File: src/rtl/wb_stage_pkg.sv
// Shared definitions for the writeback stage.
//   XLEN, REG_ADDR_W, REG_COUNT : datapath, register index and register file sizes
//   F3_LB..F3_LHU               : load width/sign encodings of funct3
//   wb_state_e                  : writeback FSM state encoding
package wb_stage_pkg;

    localparam int XLEN       = 32;
    localparam int REG_ADDR_W = 5;
    localparam int REG_COUNT  = 32;

    localparam logic [2:0] F3_LB  = 3'b000;
    localparam logic [2:0] F3_LH  = 3'b001;
    localparam logic [2:0] F3_LW  = 3'b010;
    localparam logic [2:0] F3_LBU = 3'b100;
    localparam logic [2:0] F3_LHU = 3'b101;

    typedef enum logic [1:0] {
        S_IDLE     = 2'd0,
        S_WAIT_MEM = 2'd1,
        S_COMMIT   = 2'd2
    } wb_state_e;

endpackage

File: src/rtl/wb_stage_load_align.sv
// Load data alignment and extension (purely combinational).
//   data    : aligned 32-bit word from the data bus
//   funct3  : load width/sign code
//   addr_lo : byte offset of the load address
//   value   : register-ready load value (0 for an illegal code)
//   illegal : funct3 is not a supported load width
// Halfword loads use addr_lo[1] only; misaligned halfwords are not supported.
module wb_stage_load_align
    import wb_stage_pkg::*;
#(
    parameter int W = XLEN
) (
    input  logic [W-1:0] data,
    input  logic [2:0]   funct3,
    input  logic [1:0]   addr_lo,
    output logic [W-1:0] value,
    output logic         illegal
);

    logic [W-1:0] byte_shift;
    logic [W-1:0] half_shift;
    logic [7:0]   byte_v;
    logic [15:0]  half_v;

    assign byte_shift = data >> {addr_lo, 3'b000};
    assign half_shift = data >> {addr_lo[1], 4'b0000};
    assign byte_v     = byte_shift[7:0];
    assign half_v     = half_shift[15:0];

    always_comb begin
        value   = '0;
        illegal = 1'b0;
        case (funct3)
            F3_LB:   value = {{(W-8){byte_v[7]}}, byte_v};
            F3_LH:   value = {{(W-16){half_v[15]}}, half_v};
            F3_LW:   value = data;
            F3_LBU:  value = {{(W-8){1'b0}}, byte_v};
            F3_LHU:  value = {{(W-16){1'b0}}, half_v};
            default: illegal = 1'b1;
        endcase
    end

endmodule

File: src/rtl/wb_stage.sv
// Writeback stage feeding the register file write port.
//   clk, rst (sync, active-low)
//   ex_*          : retiring instruction from execute (valid/ready handshake)
//   mem_rsp_*     : load data response from the data bus
//   write_*       : register file write port (one write per instruction)
//   busy_load/rd  : outstanding load, used by decode for stalls
//   load_err      : one-cycle pulse alongside the commit of an illegal load
//
// state    | meaning
// ---------+-------------------------------------------------------------
// IDLE     | nothing pending, ready to accept
// WAIT_MEM | load accepted, waiting for mem_rsp_valid, not ready
// COMMIT   | write port presents the retiring result, ready to accept
module wb_stage
    import wb_stage_pkg::*;
#(
    parameter int XLEN_P     = XLEN,
    parameter int REG_ADDR_P = REG_ADDR_W
) (
    input  logic                  clk,
    input  logic                  rst,
    input  logic                  ex_valid,
    output logic                  ex_ready,
    input  logic                  ex_wb_en,
    input  logic [REG_ADDR_P-1:0] ex_rd,
    input  logic [XLEN_P-1:0]     ex_result,
    input  logic                  ex_is_load,
    input  logic [2:0]            ex_funct3,
    input  logic [1:0]            ex_addr_lo,
    input  logic                  mem_rsp_valid,
    input  logic [XLEN_P-1:0]     mem_rsp_data,
    output logic                  write_en,
    output logic [REG_ADDR_P-1:0] write_addr,
    output logic [XLEN_P-1:0]     write_data,
    output logic                  busy_load,
    output logic [REG_ADDR_P-1:0] busy_rd,
    output logic                  load_err
);

    wb_state_e state, state_nxt;

    logic [REG_ADDR_P-1:0] ld_rd, ld_rd_nxt;
    logic [2:0]            ld_funct3, ld_funct3_nxt;
    logic [1:0]            ld_addr_lo, ld_addr_lo_nxt;
    logic                  ld_wb_en, ld_wb_en_nxt;

    logic                  write_en_nxt;
    logic [REG_ADDR_P-1:0] write_addr_nxt;
    logic [XLEN_P-1:0]     write_data_nxt;
    logic                  busy_load_nxt;
    logic [REG_ADDR_P-1:0] busy_rd_nxt;
    logic                  load_err_nxt;

    logic                  accept;
    logic [XLEN_P-1:0]     align_value;
    logic                  align_illegal;

    assign ex_ready = rst && (state != S_WAIT_MEM);
    assign accept   = ex_valid && ex_ready;

    wb_stage_load_align #(.W(XLEN_P)) u_align (
        .data    (mem_rsp_data),
        .funct3  (ld_funct3),
        .addr_lo (ld_addr_lo),
        .value   (align_value),
        .illegal (align_illegal)
    );

    always_ff @(posedge clk) begin
        if (!rst) begin
            state      <= S_IDLE;
            ld_rd      <= '0;
            ld_funct3  <= '0;
            ld_addr_lo <= '0;
            ld_wb_en   <= 1'b0;
            write_en   <= 1'b0;
            write_addr <= '0;
            write_data <= '0;
            busy_load  <= 1'b0;
            busy_rd    <= '0;
            load_err   <= 1'b0;
        end else begin
            state      <= state_nxt;
            ld_rd      <= ld_rd_nxt;
            ld_funct3  <= ld_funct3_nxt;
            ld_addr_lo <= ld_addr_lo_nxt;
            ld_wb_en   <= ld_wb_en_nxt;
            write_en   <= write_en_nxt;
            write_addr <= write_addr_nxt;
            write_data <= write_data_nxt;
            busy_load  <= busy_load_nxt;
            busy_rd    <= busy_rd_nxt;
            load_err   <= load_err_nxt;
        end
    end

    // Writes to x0 run the full sequence but never strobe write_en; the
    // write port keeps its previous address/data whenever nothing is written.
    always_comb begin
        state_nxt      = state;
        ld_rd_nxt      = ld_rd;
        ld_funct3_nxt  = ld_funct3;
        ld_addr_lo_nxt = ld_addr_lo;
        ld_wb_en_nxt   = ld_wb_en;
        write_en_nxt   = 1'b0;
        write_addr_nxt = write_addr;
        write_data_nxt = write_data;
        busy_load_nxt  = busy_load;
        busy_rd_nxt    = busy_rd;
        load_err_nxt   = 1'b0;

        case (state)
            S_IDLE, S_COMMIT: begin
                if (accept) begin
                    if (ex_is_load) begin
                        state_nxt      = S_WAIT_MEM;
                        ld_rd_nxt      = ex_rd;
                        ld_funct3_nxt  = ex_funct3;
                        ld_addr_lo_nxt = ex_addr_lo;
                        ld_wb_en_nxt   = ex_wb_en;
                        busy_load_nxt  = 1'b1;
                        busy_rd_nxt    = ex_rd;
                    end else begin
                        state_nxt    = S_COMMIT;
                        write_en_nxt = ex_wb_en && (ex_rd != '0);
                        if (write_en_nxt) begin
                            write_addr_nxt = ex_rd;
                            write_data_nxt = ex_result;
                        end
                    end
                end else begin
                    state_nxt = S_IDLE;
                end
            end
            S_WAIT_MEM: begin
                if (mem_rsp_valid) begin
                    state_nxt     = S_COMMIT;
                    busy_load_nxt = 1'b0;
                    load_err_nxt  = align_illegal;
                    write_en_nxt  = ld_wb_en && (ld_rd != '0);
                    if (write_en_nxt) begin
                        write_addr_nxt = ld_rd;
                        write_data_nxt = align_value;
                    end
                end
            end
            default: state_nxt = S_IDLE;
        endcase
    end

endmodule
File: config.mk
export PLATFORM = sky130hd
export DESIGN_NAME = wb_stage
export DESIGN_NICKNAME = d
export VERILOG_FILES = /design/src/rtl/wb_stage_pkg.sv /design/src/rtl/wb_stage_load_align.sv /design/src/rtl/wb_stage.sv
export SDC_FILE = /design/constraint.sdc
export NUM_CORES = 1
export LEC_CHECK = 0
export ABC_AREA = 1
export CAP_MARGIN = 20
export CORE_ASPECT_RATIO = 1.5
export CORE_MARGIN = 1
export CORE_UTILIZATION = 50
export CTS_BUF_LIST = sky130_fd_sc_hd__clkbuf_4
export DETAILED_ROUTE_END_ITERATION = 10
export PLACE_DENSITY = 0.89
export SLEW_MARGIN = 20
export SYNTH_ARGS = -nofsm -noshare
export SYNTH_HDL_FRONTEND = slang
export SYNTH_SLANG_ARGS = --single-unit
File: constraint.sdc
create_clock -name clk -period 2.71 [get_ports clk]
set_clock_uncertainty 0.2 [all_clocks]
set_input_delay 0.542 -clock clk [delete_from_list [all_inputs] [get_ports clk]]
set_output_delay 0.542 -clock clk [all_outputs]
set_load 0.05 [all_outputs]
Word-level counts from Yosys, hierarchy flattened
Cells that the tools add are included.
{ "totals": {"register_bits": 53, "inputBits": 80, "output_inout_bits": 46, "wordCells": 66} }
{ "op_classes": {"eq_ne": 13, "shift": 2, "n_mux": 26, "reduce_logical": 15} }
{ "op_table": {"columns": ["operator", "count"], "rows": [
  ["32-bit two-way mux", 5],
  ["32-bit case mux with 5 select lines", 1],
  ["32-bit case mux with 2 select lines", 1],
  ["32-bit by 5-bit >> shifter with 16-bit output", 1],
  ["32-bit by 5-bit >> shifter with 8-bit output", 1],
  ["5-bit two-way mux", 5],
  ["2-bit inequality test (second input constant)", 6],
  ["5-bit case mux with 2 select lines", 1],
  ["5-bit nonzero test", 2],
  ["1-bit two-way mux", 7],
  ["3-bit equality test (second input constant)", 2],
  ["2-bit two-way mux", 3],
  ["3-bit AND reduction", 2],
  ["6-bit AND reduction", 1],
  ["5-bit OR reduction", 1],
  ["1-bit logical AND", 4],
  ["1-bit case mux with 2 select lines", 2],
  ["2-bit case mux with 2 select lines", 1],
  ["4-bit AND reduction", 1],
  ["3-bit by 1-bit equality test with 1-bit output (second input constant)", 1],
  ["3-bit by 2-bit equality test with 1-bit output (second input constant)", 1],
  ["3-bit zero test", 1],
  ["2-bit by 1-bit equality test with 1-bit output (second input constant)", 1],
  ["2-bit equality test (second input constant)", 1],
  ["4 further kinds", 4]
]} }

Longest topological paths before layout
{ "depth": {"ltp_word": 6, "depth_mapped": 10, "ltp_nobuf": 9} }

Modules after synthesis
A second synthesis with hierarchy kept.
{ "hier_totals": {"hier_cells": 639, "hier_area_um2": 3627.2} }
{ "by_module_without_submodules": {"columns": ["module", "instances", "cells_per_inst", "area_each_um2", "seq_area_each_um2"], "rows": [
  ["wb_stage", 1, 440, 2728.9, 1061.0],
  ["wb_stage_load_align", 1, 199, 898.4, 0.0]
]} }

Worst setup path before layout
Ideal clock, no wire load.
{ "synth_timing": {"path_type": "input port to output port", "startpoint": "input port rst", "endpoint": "output port ex_ready", "t_arrival_ns": 1.735, "required_time_ns": 1.968, "slack_ns": 0.233, "stages": 4, "n_path_buf": 2, "cell_sequence": "clkbuf_1 > buf_1 > inv_1 > nor2_1"} }
{ "synth_via": {"elab_chain_len": 1} }
{ "synth_rtl": {"columns": ["item", "line_no", "rtl"], "rows": [
  ["start: declaration", "wb_stage.sv:21", "input logic rst,"],
  ["1-bit logical AND", "wb_stage.sv:58", "assign ex_ready = rst && (state != S_WAIT_MEM);"],
  ["end: declaration", "wb_stage.sv:23", "output logic ex_ready,"]
]} }
Every way passes these cells.

Worst setup path after layout
{ "layout_timing": {"startpoint": "register state[0]", "endpoint": "output port ex_ready"} }
{ "layout_via": {"elab_chain_len": 2} }
{ "layout_rtl": {"columns": ["item", "line_no", "rtl"], "rows": [
  ["start: declaration", "wb_stage.sv:40", "wb_state_e state, state_nxt;"],
  ["start signal: assignment", "wb_stage.sv:83", "state <= state_nxt;"],
  ["2-bit by 1-bit inequality test with 1-bit output", "wb_stage.sv:58", null],
  ["1-bit logical AND", "wb_stage.sv:58", null]
]} }
Every way passes these cells.

==> summary.txt <==
CTS root buf - clkbuf_4
Synthesized Nets - 705
switching share of power - 37.98%
status - complete, no violations
input/output buffers - 125
die footprint - 7201 um2
Int Pwr - 1.206 mW
clock tree buffer depth - 2
Die H - 103.4 um
Clk pin slew, worst setup/hold paths - 0.19 ns
RD Place Congestion - 0.9239
CP arrival - 1.73 ns
power share of the sequential group - 43.9%
Post-DRT Antenna Nets - 0
initial core utilization - 52.15%
final hold slack - 0.2707 ns
drt total wl - 10.94 mm
# DRC - 0
Mapped Avg Cell Area - 5.487 um2
layout cell share with drive strength beyond 1 - 4.212%
Worst Max-Slew Pin Slew - 0.6274 ns
Slew HR - 58.18%
period utilization - 91.39%
Hold Buf Count CTS - 0
Routed WL per cell - 13.48 um
chip width - 69.62 um
worst-path maximum fanout - 7
critical path, cell by cell - inv_1 > nor2_2 > buf_4 > nor2_1 > buf_12
Final HPWL DP - 8.246 mm
post-synthesis cell type count - 20
Max Freq - 403.8 MHz
Boundary Pins - 126
minimum clock period - 2.477 ns
Multi-input gate area - 1899 um2
critical path class - reg2out
clock tree sinks - 53
Vias/cell - 5.166
Layout fillers - 599
Seq/Total Area, Yosys - 30.94%
Tot GR Track Use - 31.01%
Slew Limit Fails - 0
diodes inserted - 0
total leakage power - 2.362 nW
Final Setup Violations - 0
Worst-Skew Late Latency - 0.41 ns
CTS-repair resized insts - 0
startpoint types - flop
crit path buf inv count - 3
crit end category - output pin
worst vdd ir - 0.3536 mV
asr flop ratio synth - 0%
RSZ-0062 raised after global routing - false
post-synth top area cell - dfxtp_1
initial antenna violation count - 0
Starting DRT DRC Count - 275
clock share of power - 20.9%
Final Net Count - 815
power per cell area - 405.2 nW/um2
combinational fraction of design power - 35.1%
CTS tree - done
top post-synthesis cells by area - dfxtp_1 31%, nand2_1 24%, nor2_1 14%, inv_1 8.6%, a21oi_1 5.0%
Post-Synthesis Cells - 625
core area - 6576 um2
share of the synthesized area in the top cell type - 30.94%
top_reg_cell synth - dfxtp_1
vias - 4195
Fin. Hold Viols - 0
Largest delay share family, worst path - buffers and inverters
first-pass GRT wire length - 17.85 mm
DRT Pass-1 Iters - 5
Crit path largest cell delay - 0.48 ns
FF+latch area - 1061 um2
Rows - 36
HP Class - reg2reg
Switching Power - 0.7383 mW
vias in the first global route - 4014
Area Growth Syn to Fin - 39.91%
setup bufs post-CTS - 0
MaxCap Viol Count - 0
number of flops mapped to enable cells by yosys - 0
Worst EP required - 1.97 ns
gr ovfl total - 0
TritonCTS buffer count - 5
Post-synth top cells - 222 x nand2_1, 124 x nor2_1, 79 x inv_1
Yosys Warn Count - 0
cell area after synthesis - 3430 um2
#FFs+latches synth - 53
slowest stage cell, crit path - dfxtp_1
largest net degree at the start of global routing - 66
count leader, synth - nand2_1
H-tree Lvls - 2
setup TNS - 0 ns
## layout make-up
cell class,count,area share (%)
timing repair buffer,139,28.74
inverter,80,6.258
clock inverter,3,0.5476
multi-input combinational,456,39.58
sequential,53,22.11
tap,76,1.982
clock buffer,5,0.7823
## power by group through the flow
stage               registers (mW)  logic (mW)  clock network, mW
floorplan                    0.997       0.274                  0
global placement             0.869       0.667                  0
detailed placement           0.870       0.678                  0
CTS                          0.854       0.681              0.405
global route                 0.860       0.743              0.431
finish                       0.854       0.683              0.407
## final timing paths
kind           startpoint            end  slack, ns  cells after the start
max              state[0]       ex_ready       0.23                      5
min              ld_wb_en       ld_wb_en       0.27                      2
max reg2reg  ld_funct3[1]  write_data[2]       0.52                      8
min reg2reg      ld_wb_en       ld_wb_en       0.27                      2
## cell usage in the layout, fill, tap and decap left out, drive strengths merged
| cell type | count |
|---|---|
| o21ai | 17 |
| nor3 | 1 |
| nor2 | 127 |
| nand3 | 24 |
| buf | 15 |
| nor4 | 1 |
| inv | 81 |
| clkinvlp | 2 |
| o22ai | 1 |
| clkbuf | 5 |
| clkdlybuf4s50 | 124 |
| nand4 | 26 |
| and3 | 1 |
| a21oi | 34 |
| dfxtp | 53 |
| nand2 | 224 |
## state kept, by name, indices dropped and copies added (netlist names)
signal,flops
write_en,1
ld_wb_en,1
state,2
load_err,1
ld_funct3,3
write_data,32
ld_addr_lo,2
write_addr,5
ld_rd,5
busy_load,1
## per-layer routing
metal / part of all wire [%] / routed length (um) / GRT usage [%] / vias up
li1: - / - / - / 2117
met1: 36 / 3886 / 30.15 / 1864
met2: 54 / 5933 / 63.03 / 168
met3: 5.2 / 566 / 4.942 / 46
met4: 5.1 / 556 / 15.54 / 0
met5: 0 / 0 / 0 / -
## metrics by stage
step           instance area [um2]  power [mW]  instances  utilization [%]  setup slack, ns
2_1_floorplan                 3430       1.271        625                -           0.2328
3_3_place_gp                  4735       1.536        804            71.99           0.4411
3_5_place_dp                  4735       1.548        804            71.99           0.3968
4_1_cts                       4798       1.940        812            72.96           0.2491
5_1_grt                       4798       2.034        812            72.96           0.1654
6_report                      4798       1.944        812            72.96           0.2333
## worst reg2reg max path, cell delays in order, from the launching register on
cell and delay (ns):
dfxtp_1 0.71, nand2_1 0.45, inv_1 0.34, nand2_1 0.09, nand3_1 0.11, nand2_1 0.07
nand2_1 0.06, nor2_1 0.04, nor2_1 0.10
## logic make-up after synthesis
kind of cell	synth area share, %
AOI/OAI and AO/OA	7.625
DFF	30.94
buffers and inverters	13.75
and+or+nand+nor	47.68
Power figures use the tool's default switching activity.
